`config.mk`:
```
export PLATFORM = sky130hd
export DESIGN_NAME = tick_timer
export DESIGN_NICKNAME = d
export VERILOG_FILES = /design/src/rtl/tick_timer.sv
export SDC_FILE = /design/constraint.sdc
export NUM_CORES = 1
export LEC_CHECK = 0
export CAP_MARGIN = 20
export CORE_ASPECT_RATIO = 1.2
export CORE_MARGIN = 2
export CORE_UTILIZATION = 48
export CTS_BUF_LIST = sky130_fd_sc_hd__clkbuf_8
export CTS_CLUSTER_DIAMETER = 100
export DETAILED_ROUTE_END_ITERATION = 10
export PLACE_DENSITY = 0.8
export SETUP_SLACK_MARGIN = 0.3
export SYNTH_ARGS = -nofsm -noshare
export SYNTH_HDL_FRONTEND = slang
export SYNTH_SLANG_ARGS = --single-unit
```
`constraint.sdc`:
```
create_clock -name clk_i -period 1.9 [get_ports clk_i]
set_input_delay 0.19 -clock clk_i [delete_from_list [all_inputs] [get_ports clk_i]]
set_output_delay 0.19 -clock clk_i [all_outputs]
set_load 0.02 [all_outputs]
```
`src/rtl/tick_timer.sv`:
```
// tick_timer: tick-driven countdown timer with a valid/ready load, one-shot or
// periodic reload, and sticky expired/overrun flags.
`default_nettype none

module tick_timer #(
  parameter int WIDTH = 16
) (
  input  logic             clk_i,
  input  logic             rst_ni,
  input  logic             tick_i,
  input  logic             load_valid_i,
  output logic             load_ready_o,
  input  logic [WIDTH-1:0] load_period_i,
  input  logic             load_periodic_i,
  input  logic             stop_i,
  input  logic             ack_i,
  output logic             busy_o,
  output logic [WIDTH-1:0] remaining_o,
  output logic             expired_o,
  output logic             overrun_o
);

  localparam logic [0:0] S_IDLE = 1'b0;
  localparam logic [0:0] S_RUN  = 1'b1;

  localparam logic [WIDTH-1:0] C_ZERO = '0;
  localparam logic [WIDTH-1:0] C_ONE  = {{(WIDTH-1){1'b0}}, 1'b1};

  logic [0:0]       state_q, state_d;
  logic [WIDTH-1:0] period_q, period_d;
  logic [WIDTH-1:0] remaining_q, remaining_d;
  logic             periodic_q, periodic_d;
  logic             expired_q, expired_d;
  logic             overrun_q, overrun_d;
  logic             w_accept;
  logic             w_expire;

  always_ff @(posedge clk_i or negedge rst_ni) begin
    if (!rst_ni) begin
      state_q     <= S_IDLE;
      period_q    <= '0;
      remaining_q <= '0;
      periodic_q  <= 1'b0;
      expired_q   <= 1'b0;
      overrun_q   <= 1'b0;
    end else begin
      state_q     <= state_d;
      period_q    <= period_d;
      remaining_q <= remaining_d;
      periodic_q  <= periodic_d;
      expired_q   <= expired_d;
      overrun_q   <= overrun_d;
    end
  end

  always_comb begin
    state_d     = state_q;
    period_d    = period_q;
    remaining_d = remaining_q;
    periodic_d  = periodic_q;
    w_accept    = 1'b0;
    w_expire    = 1'b0;

    case (state_q)
      S_IDLE: begin
        if (load_valid_i) begin
          w_accept   = 1'b1;
          period_d   = load_period_i;
          periodic_d = load_periodic_i;
          // A zero period expires immediately without ever entering RUN.
          if (load_period_i == C_ZERO) begin
            w_expire = 1'b1;
          end else begin
            remaining_d = load_period_i;
            state_d     = S_RUN;
          end
        end
      end
      S_RUN: begin
        if (stop_i) begin
          remaining_d = '0;
          state_d     = S_IDLE;
        end else if (tick_i) begin
          if (remaining_q == C_ONE) begin
            w_expire = 1'b1;
            if (periodic_q) begin
              remaining_d = period_q;
            end else begin
              remaining_d = '0;
              state_d     = S_IDLE;
            end
          end else begin
            remaining_d = remaining_q - C_ONE;
          end
        end
      end
      default: begin
        state_d     = S_IDLE;
        remaining_d = '0;
      end
    endcase
  end

  // Expiry beats ack for the expired flag; ack always clears overrun.
  always_comb begin
    expired_d = expired_q;
    overrun_d = overrun_q;
    if (w_expire) begin
      expired_d = 1'b1;
      if (ack_i) begin
        overrun_d = 1'b0;
      end else if (expired_q) begin
        overrun_d = 1'b1;
      end
    end else if (ack_i) begin
      expired_d = 1'b0;
      overrun_d = 1'b0;
    end
  end

  always_comb begin
    busy_o       = (state_q == S_RUN);
    load_ready_o = (state_q == S_IDLE);
    remaining_o  = remaining_q;
    expired_o    = expired_q;
    overrun_o    = overrun_q;
  end

endmodule

`default_nettype wire

```
# Yosys cells after proc, flatten, opt, wreduce, memory -nomap -nowiden
# Index checks and enable logic that the tools add are counted.
# classes
add_sub_neg	1
eq_ne	4
n_mux	25
bitwise	1
reduce_logical	6
# op_table
operator	count
16-bit two-way mux	6
16-bit case mux with 2 select lines	1
16-bit by 1-bit equality test with 1-bit output, second input constant	1
16-bit zero test	1
1-bit two-way mux	16
16-bit by 1-bit subtractor with 16-bit output, second input constant	1
2-bit inequality test, second input constant	2
1-bit case mux with 2 select lines	2
2-bit AND reduction	2
2-bit nonzero test	2
3-bit inequality test, second input constant	1
3-bit AND reduction	1
1-bit NOT	1
# totals
regBits	36
in_bits	23
output_inout_bits	20
word_cells	43

# Longest topological paths before layout
# Gate-level depths: netlist (run 1).
# logic_depth
word_depth	7
depth_mapped	8
ltp_nobuf	7

# Least setup slack after synthesis (run 1)
# No wires, ideal clock.
# synth_path
kind	flip-flop to flip-flop
from	reg remaining_q[0] (netlist: remaining_o[0])
to	reg remaining_q[7] (netlist: remaining_o[7])
setup_time_ns	0.126
t_arrival_ns	1.807
t_required_ns	1.774
path_slack_ns	-0.033
stages_incl_launch_ff	8
path_buffers	1
period_less_slack_ns	1.933
path_cell_list	dfrtp_1 ha_1 nor4b_2 nand4_1 buf_2 a21oi_1 a211oi_1 o32a_1
# synth_via
elab_chain_cells	5
word_cells_on_any_way	6
classes_between	add/sub: 1; eq/ne: 1; mux: 4
# synth_lines
item	line_no	text
from (decl)	31	logic [WIDTH-1:0] remaining_q, remaining_d;
from (signal assigned)	49	remaining_q <= remaining_d;
16-bit by 1-bit subtractor with 16-bit output / 16-bit by 1-bit equality test with 1-bit output (equally long branches)	93, 84	
16-bit two-way mux *	84	if (remaining_q == C_ONE) begin
16-bit two-way mux *	83	end else if (tick_i) begin
16-bit two-way mux *	80	if (stop_i) begin
16-bit case mux with 2 select lines *	64	case (state_q)
# Mark *: on every way between the ends. The rest lies on a longest branch, timed or not. The select of a mux whose other input is x is not followed.
# A chain may end at the register's enable or synchronous reset.

# Final worst setup path (run 1)
# layout_path
from	reg remaining_q[11] (netlist: remaining_o[11])
to	reg remaining_q[12] (netlist: remaining_o[12])
# Same word-level chain as after synthesis.

==> metrics, run 1 <==
run status=complete, but fails checks; violated checks=setup timing; Worst Setup SP=remaining_o[11]; overall routing resource usage=between 20 and 30%; Cells after Synth=approximately 260; hpwl dp=around 4700 microns; count leader, synth=nand2_1; Final Wtd Congestion=around 0.92; RSZ-0062 raised after global routing=true; Via density=6.07; clk slew on worst S/H paths=around 70 ps; top post-synthesis cells by area=dfrtp_1 (42%), nand2_1 (12%), a21oi_1 (3.8%); Top FF cell, synth=dfrtp_1; Synth cell types=between 50 and 60; drt pass-1 iters=4; # clock sinks=36; maximum vdd drop=about 0.59 mV; Worst Path Required=2060 ps; top cells by count, synth=nand2_1 (70), dfrtp_1 (36), nor2_1 (17); fill cell count=roughly 290; Rel. slew slack=51.7%; Tmin final=1920 ps; Final #Nets=roughly 380; initial core utilization=50.1%; die span in y=77.0 microns; WS Path Type=reg2reg; top-level I/O count=43; pwr/cell area=980 nW/um^2; multi-input logic area=1350 sq um; Fin. Hold Viols=0; Setup Skew=between 8 and 9 ps; Lkg Pwr=between 1.5 and 2 nW; CP endpoint kind=register; max_cap viols=0; P&R area growth vs syn=57.0%; Avg Cell Area, Syn=8.17 sq um; Worst R2R Start=remaining_o[11]; register area share after synthesis=42.2%; synthesized net count=around 290; largest net degree at the start of global routing=37; full die area=about 5000 sq um; CP startpoint kind=register; CTS tree=done; flop2flop setup slack=-20 ps; synthesis-stage register bit count=36; Synth Warn #=0; Root Buffer=clkbuf_8; synthesized area=2130 sq um; final std cells w/o fill=just over 400; fin crit share=101%; Crit-path slowest cell=nor4_4; core area=approximately 4300 sq um; Avg WL per Cell=18.4 microns; vias in the first global route=2208; RR Endpoint=remaining_o[12]; CP cell instances=nor4_4, and4_4, buf_12, buf_6, a21oi_1, o21ai_1, a31oi_1; Routed Antenna Nets=0; cts bufs inserted=5; Iter 0 DRT Violations=248; port bufs=42; worst slew pin tran=724 ps; Reg area=approximately 910 sq um; CTS max path bufs=2; Synth top area share=42.2%; FMAX=between 0.5 and 0.6 GHz; Max Fanout on Critical Path=6; Synth async-reset ratio=100%; Register-to-Register Path Depth=7; first-pass GRT wire length=10800 microns; GRT overflow=0; final setup vio count=1; Die W=~65 microns; area leader, netlist=dfrtp_1; CP Data Arrival Time=around 2100 ps; placement row count=26; Min Hold Slack=between 300 and 400 ps; detailed-route via count=approximately 2500; # DRC=0; initial antenna violation count=0; ant diodes=0; Pwr Total=between 3 and 4 mW; HP Class=in2async; Slew Limit Fails=0; H-tree depth=2; clock latency on the worst-skew pair=290 ps; dpl cells=roughly 380; PnR worst setup slack=-22.9 ps; proportion of layout cells with a drive suffix above 1=31.9%; number of flops mapped to enable cells by yosys=0; max incr delay on CP=450 ps; Total Wirelength=about 7500 microns; crit path to=remaining_o[12]
==> routing by layer <==
metal	wire length, microns	vias up	GRT usage [%]
met5	0	-	0
met4	254	0	10.6
met3	521	30	4.69
met2	3570	142	44.1
met1	3160	1186	38.0
li1	-	1112	-
==> placed cells by master, fill, tap and decap left out, drive strengths merged, types with 2 or more instances in the layout <==
cell and n:
nand2 70, buf 54, dfrtp 36, clkdlybuf4s50 26, nor2 17, a21oi 16, o21ai 14, dlygate4sd2 10
inv 9, a31oi 8, nand3 8, clkbuf 7, nor4 7, dlymetal6s2s 6, nor3 5, nand4 4
nor2b 4, xor2 4, o22a 3, xnor2 3, a21o 3, nor3b 2, and4 2, and3 2
a311o 2, a22oi 2, and2 2, o41ai 2, o22ai 2, ha 2
==> state kept, by name, summed over array words and instances, names as in the netlist <==
| signal | flops |
|---|---|
| busy_o | 1 |
| periodic_q | 1 |
| period_q | 16 |
| expired_o | 1 |
| overrun_o | 1 |
| remaining_o | 16 |
==> cell type report <==
cell class                 instances  area share [%]
clock buffer                       6            2.47
clock inverter                     2           0.224
inverter                           7           0.784
multi-input combinational        203            40.3
sequential                        36            27.2
tap                               56            2.09
timing repair buffer              97            26.9
==> metrics by stage <==
step                area, sq um  utilization (%)  setup slack (ps)  TNS [ps]
floorplan                  2210                -               132         0
detailed placement         2950             69.2              -183     -1360
CTS                        3130             73.4              81.0         0
global placement           2950             69.2             -2.66     -2.66
global route               3350             78.6              -112      -192
finish                     3350             78.6             -22.9     -22.9
==> where the power goes <==
group	internal, mW	switching [mW]
Combinational	0.696	0.827
Clock	0.285	0.264
Sequential	0.951	0.261
Total	1.93	1.35
==> critical path: cells and delay by family (launching register included) <==
family                 cells  cell delay, ps
AND/OR/NAND/NOR            2             780
flip-flops                 1             440
buffers and inverters      2             240
AO/OA/AOI/OAI              3             330
==> cells by family after synthesis <==
| family | Yosys count | share of synthesized area, % |
|---|---|---|
| buffers and inverters | 22 | 4.22 |
| AO/OA/AOI/OAI | 66 | 20.6 |
| AND/OR/NAND/NOR | 128 | 28.9 |
| adder cells (fa/ha/maj) | 2 | 1.17 |
| flip-flops | 36 | 42.2 |
| XOR/XNOR | 7 | 2.87 |
==> timing repair <==
item | in CTS | in global routing
hold buffers | 0 | 0
pin swaps | 6 | 20
buffers inserted | 6 | 8
gates cloned | 0 | 1
setup endpoints to repair | 30 | 37
resized for setup | 29 | 39
==> worst min path at each step <==
stage                 startpoint              to  slack (ps)  cells past startpoint
floorplan                 rst_ni          busy_o        -110                      0
global placement    period_q[11]    period_q[11]         450                      2
detailed placement   period_q[1]     period_q[1]         470                      2
CTS                       rst_ni  remaining_o[2]         330                      2
global route              rst_ni     period_q[8]         340                      2
finish                    rst_ni  remaining_o[2]         310                      2
Power figures use the tool's default switching activity.
==> run 2, diff against run 1 <==
--- a/config.mk
+++ b/config.mk
@@ -7,12 +7,12 @@
 export LEC_CHECK = 0
 export CAP_MARGIN = 20
 export CORE_ASPECT_RATIO = 1.2
-export CORE_MARGIN = 2
-export CORE_UTILIZATION = 48
+export CORE_MARGIN = 8
+export CORE_UTILIZATION = 35
 export CTS_BUF_LIST = sky130_fd_sc_hd__clkbuf_8
 export CTS_CLUSTER_DIAMETER = 100
 export DETAILED_ROUTE_END_ITERATION = 10
-export PLACE_DENSITY = 0.8
+export PLACE_DENSITY = 0.62
 export SETUP_SLACK_MARGIN = 0.3
 export SYNTH_ARGS = -nofsm -noshare
 export SYNTH_HDL_FRONTEND = slang
==> run 2 against run 1 <==
  * The flow now finishes without violations
  * Cell count is 7.9% higher
  * Clock power is 3% higher
  * Largest power group unchanged
  * Largest cell class unchanged
  * Count of clock-buffer cells in the layout stayed put
  * Total power is 1.4% lower
  * Die area is 77% higher
  * Via count is 6.9% lower
  * Worst hold slack worse by 4.3 ps
==> metrics, run 2 (synthesis gave the netlist of run 1 again) <==
fin crit share=94.9% (-6.3 points); port bufs=42 (unchanged); Max Fanout on Critical Path=10 (+4); PnR worst setup slack=96.8 ps (+120 ps); CTS max path bufs=2 (unchanged); most common cell after layout, fill and taps aside=nand2_1; cts bufs inserted=5 (unchanged); drt pass-1 iters=4 (unchanged); initial antenna violation count=0 (unchanged); clk slew on worst S/H paths=70 ps (about the same); hold buffers post-CTS=0 (unchanged); Root Buffer=clkbuf_8; FMAX=0.555 GHz (+6.6%); vias in the first global route=2337 (+5.8%); Tmin final=1800 ps (-120 ps); ant diodes=0 (unchanged); clock latency on the worst-skew pair=290 ps (about the same); Pwr Total=3.24 mW (-1.4%); Via density=5.24 (-14%); Avg WL per Cell=16.9 microns (-8.4%); dpl cells=416 (+8.3%); run status=completed; detailed-route via count=2299 (-6.9%); Crit-path slowest cell=dfrtp_1; Slew Limit Fails=0 (unchanged); Final #Nets=381 (+1.6%); GRT overflow=0 (unchanged); core area=5970 sq um (+40%); first-pass GRT wire length=12000 microns (+11%); HP Class=in2async; CP Data Arrival Time=1970 ps (-120 ps); # clock sinks=36 (unchanged); Final Wtd Congestion=0.887 (-3.7%); largest net degree at the start of global routing=37 (unchanged); Setup Skew=7.15 ps (-1.05 ps); max_cap viols=0 (unchanged); proportion of layout cells with a drive suffix above 1=31.1% (-0.82 points); RSZ-0062 raised after global routing=true; Iter 0 DRT Violations=193 (-22%); CP startpoint kind=register; full die area=8860 sq um (+77%); initial core utilization=35.7% (-14 points); WS Path Type=reg2reg; Setup Slack @ Placement=-91.9 ps (+90.6 ps); pwr/cell area=969 nW/um^2 (-1.2%); max incr delay on CP=410 ps (-40 ps); hpwl dp=5340 microns (+14%); fill cell count=562 (+96%); placement row count=31 (+19%); top-level I/O count=43 (unchanged); Setup TNS=0 ps (+22.9 ps); Final Cell Area=3340 sq um (-0.15%); CP cell instances=nor4_4, buf_12, nand4_1, buf_4, a21oi_2, a211oi_1, o32a_1; overall routing resource usage=17.4% (-10 points); Fin. Hold Viols=0 (unchanged); worst slew pin tran=595 ps (-128 ps); P&R area growth vs syn=56.8%; Routed Antenna Nets=0 (unchanged); Rel. slew slack=60.3% (+8.6 points); CTS tree=done; maximum vdd drop=0.418 mV (-28%); Total Wirelength=7410 microns (-1.2%); most frequent cells in the layout=nand2_1 (69), buf_4 (55), dfrtp_1 (28); Lkg Pwr=1.55 nW (-1.9%); final setup vio count=0 (-1); fin util=56.0% (-23 points); die span in y=102 microns (+32%); DP Area=3030 sq um (+2.6%); CP endpoint kind=register; # DRC=0 (unchanged); H-tree depth=2 (unchanged); Worst Path Required=2070 ps (about the same); Die W=87.3 microns (+35%); Min Hold Slack=311 ps (-4.29 ps); final std cells w/o fill=439 (+7.9%)
## run 2: cell count changes in the layout (fill, tap and decap cells not counted), sizes merged
cell	before	now
dlymetal6s2s	6	4
buf	54	61
clkdlybuf4s50	26	27
## run 2: worst paths after layout
kind / startpoint / end / slack [ps] / cells past startpoint
max: remaining_o[4] / remaining_o[7] / 100 / 7
min: rst_ni / remaining_o[4] / 310 / 2
max reg2reg: remaining_o[4] / remaining_o[7] / 100 / 7
min reg2reg: period_q[14] / period_q[14] / 480 / 2
max in group asynchronous: rst_ni / remaining_o[11] / 1220 / 2
min in group clk_i: load_periodic_i / periodic_q / 430 / 3
## run 2: area by class of cell
cell class | count | area (sq um) | share of cell area [%]
timing repair buffer | 103 | 911 | 27.2
clock inverter | 2 | 7.51 | 0.224
tap | 82 | 103 | 3.07
multi-input combinational | 203 | 1300 | 39.0
inverter | 7 | 26.3 | 0.786
sequential | 36 | 911 | 27.2
clock buffer | 6 | 82.6 | 2.47
## run 2: what timing repair did
action	4_1_cts	5_1_grt
pin swaps	20	2
endpoints found under the setup margin	30	24
gates resized for setup	46	9
buffers inserted	9	6
## run 2: routing by layer
metal | wire length [microns] | vias to the layer above | track usage (%)
met1 | 3120 | 1089 | 20.8
met2 | 3800 | 81 | 30.6
li1 | - | 1117 | -
met3 | 359 | 12 | 2.68
met5 | 0 | - | 0
met4 | 132 | 0 | 6.10
## run 2: critical path: cells and delay by family (launching register included)
family	cells	cell delay, ps
DFF	1	410
AOI/OAI and AO/OA	3	460
buffers and inverters	2	350
and+or+nand+nor	2	440
## run 2: power by group
group          switching (mW)  leakage [nW]  internal (mW)
registers               0.238         0.432          0.951
clock network           0.280        0.0538          0.285
logic                   0.780          1.06          0.705
==> run 3, diff against run 2 <==
--- a/config.mk
+++ b/config.mk
@@ -12,6 +12,7 @@
 export CTS_BUF_LIST = sky130_fd_sc_hd__clkbuf_8
 export CTS_CLUSTER_DIAMETER = 100
 export DETAILED_ROUTE_END_ITERATION = 10
+export GPL_TIMING_DRIVEN = 0
 export PLACE_DENSITY = 0.62
 export SETUP_SLACK_MARGIN = 0.3
 export SYNTH_ARGS = -nofsm -noshare
==> run 3 against run 2 <==
  * The flow now finishes with violations (hold timing)
  * Die area did not move
  * Non-clock buffer count fell by 20
  * Register-to-register slack got worse by 40 ps
  * Sequential power barely moved
  * Worst hold slack got worse by 320 ps
  * Sequential cell count did not move
  * Critical path type unchanged
  * Largest cell class unchanged
  * Largest power group unchanged
==> metrics, run 3 (synthesis gave the netlist of run 1 again) <==
clock power share=20.4% (+3.0 points); Final Cell Area=3250 sq um (-2.8%); Final Wtd Congestion=0.848 (-4.4%); P_sw=1.34 mW (+3.4%); Routed Antenna Nets=0 (unchanged); CP Data Arrival Time=2020 ps (+50 ps); hold buffers post-CTS=0 (unchanged); Iter 0 DRT Violations=223 (+16%); RSZ-0062 raised after global routing=true; P&R area growth vs syn=52.3%; full die area=8860 sq um (unchanged); core area=5970 sq um (unchanged); Final #Nets=361 (-5.2%); worst slew pin tran=829 ps (+233 ps); FMAX=0.543 GHz (-2.2%); Rel. slew slack=44.7% (-16 points); Comb power frac=43.6% (-2.2 points); most common cell after layout, fill and taps aside=nand2_1; hpwl dp=4970 microns (-6.9%); max_cap viols=0 (unchanged); proportion of layout cells with a drive suffix above 1=31.2% (+0.065 points); Slew Limit Fails=0 (unchanged); run status=complete, but fails checks; DP Area=2730 sq um (-9.8%); Worst Path Required=2070 ps (about the same); GRT overflow=0 (unchanged); vias in the first global route=2280 (-2.4%); H-tree depth=2 (unchanged); most frequent cells in the layout=nand2_1 (67), dfrtp_1 (23), buf_4 (22); Lkg Pwr=1.49 nW (-4.1%); Via density=5.40 (+3.0%); first-pass GRT wire length=11800 microns (-1.7%); Sw Share=40.1% (+0.068 points); port bufs=42 (unchanged); overall routing resource usage=17.0% (-0.41 points); top-level I/O count=43 (unchanged); Fin. Hold Viols=13 (+13); largest net degree at the start of global routing=37 (unchanged); die span in y=102 microns (unchanged); final setup vio count=0 (unchanged); clk slew on worst S/H paths=80 ps (about the same); fin crit share=97.0% (+2.1 points); Total Wirelength=7410 microns (about the same); Setup Skew=11.1 ps (+3.99 ps); CP startpoint kind=register; initial antenna violation count=0 (unchanged); maximum vdd drop=0.502 mV (+20%); violated checks=hold timing; Root Buffer=clkbuf_8; # clock sinks=36 (unchanged); Setup TNS=0 ps (unchanged); Avg WL per Cell=17.7 microns (+4.8%); Max Fanout on Critical Path=4 (-6); clock latency on the worst-skew pair=290 ps (about the same); Tmin final=1840 ps (+39.7 ps); cts bufs inserted=5 (unchanged); CTS max path bufs=2 (unchanged); # DRC=0 (unchanged); drt pass-1 iters=4 (unchanged); Min Hold Slack=-7.86 ps (-319 ps); pwr/cell area=1030 nW/um^2 (+6.3%); CP endpoint kind=register; detailed-route via count=2261 (-1.7%); design internal power=2.00 mW (+3.1%); Pwr Total=3.34 mW (+3.3%); CTS tree=done; Die W=87.3 microns (unchanged); HP Class=in2async; Flop pwr share=36.0% (-0.7 points); placement row count=31 (unchanged); ant diodes=0 (unchanged); WS Path Type=reg2reg; initial core utilization=35.7% (unchanged)
[run 3: cell count changes in the layout (fill, tap and decap cells not counted), sizes merged]
| cell | change |
|---|---|
| buf | -30 |
| clkbuf | +10 |
| clkdlybuf4s50 | -6 |
| dlymetal6s2s | +4 |
| bufinv | +1 |
| clkinv | +1 |
| dlygate4sd2 | +1 |
| inv | -1 |
[run 3: area by class of cell]
| class | instances | area, sq um |
|---|---|---|
| Multi-Input combinational cell | 203 | 1370 |
| Sequential cell | 36 | 917 |
| Clock inverter | 3 | 38.8 |
| Tap cell | 82 | 103 |
| Inverter | 7 | 26.3 |
| Fill cell | 572 | 2720 |
| Buffer | 15 | 104 |
| Clock buffer | 5 | 68.8 |
| Timing Repair Buffer | 68 | 627 |
[run 3: power by group through the flow]
stage	clock network (mW)	logic [mW]	registers, mW
floorplan	0	0.601	1.30
global placement	0	1.17	1.23
detailed placement	0	1.18	1.24
CTS	0.692	1.32	1.19
global route	0.726	1.59	1.23
finish	0.683	1.46	1.20
[run 3: worst paths after layout]
kind                             endpoint              start  slack, ps  cells after the start
max                        remaining_o[7]     remaining_o[1]         60                      8
min                           period_q[3]             rst_ni         -8                      1
max reg2reg                remaining_o[7]     remaining_o[1]         60                      8
min reg2reg                   period_q[1]        period_q[1]        480                      2
max in group asynchronous  remaining_o[9]             rst_ni       1330                      1
min in group clk_i           period_q[14]  load_period_i[14]        350                      3
[run 3: worst max-delay path: stages, from the launching register on]
cell and delay (ps):
dfrtp_2 410, inv_2 80, ha_4 140, nor4b_4 270, nand4_1 200, buf_6 180
a21oi_2 90, a211oi_1 50, o32a_1 300
[run 3: metal layers]
metal | track usage [%] | part of all wire, % | vias to the layer above
met3 | 3.25 | 7.0 | 11
met2 | 29.0 | 50 | 90
met4 | 6.50 | 1.8 | 0
met1 | 20.4 | 41 | 1082
li1 | - | - | 1078
met5 | 0 | 0 | -
[run 3: repair_timing]
| action | CTS | global route |
|---|---|---|
| cloned | 3 | 0 |
| buffers inserted | 16 | 7 |
| pin swaps | 13 | 14 |
| resized for setup | 56 | 40 |
| endpoints found under the setup margin | 40 | 39 |
[run 3: through the flow]
| step | hold WS [ps] | util, % | instances | setup WS, ps |
|---|---|---|---|---|
| final | -7.86 | 54.4 | 419 | 57.1 |
| after global routing | 60.0 | 54.4 | 419 | -37.0 |
| after CTS | 26.5 | 51.6 | 412 | 103 |
| after detailed placement | 344 | 45.7 | 385 | -536 |
| after global placement | 455 | 45.8 | 385 | -545 |
| after floorplan | -106 | - | 261 | 132 |
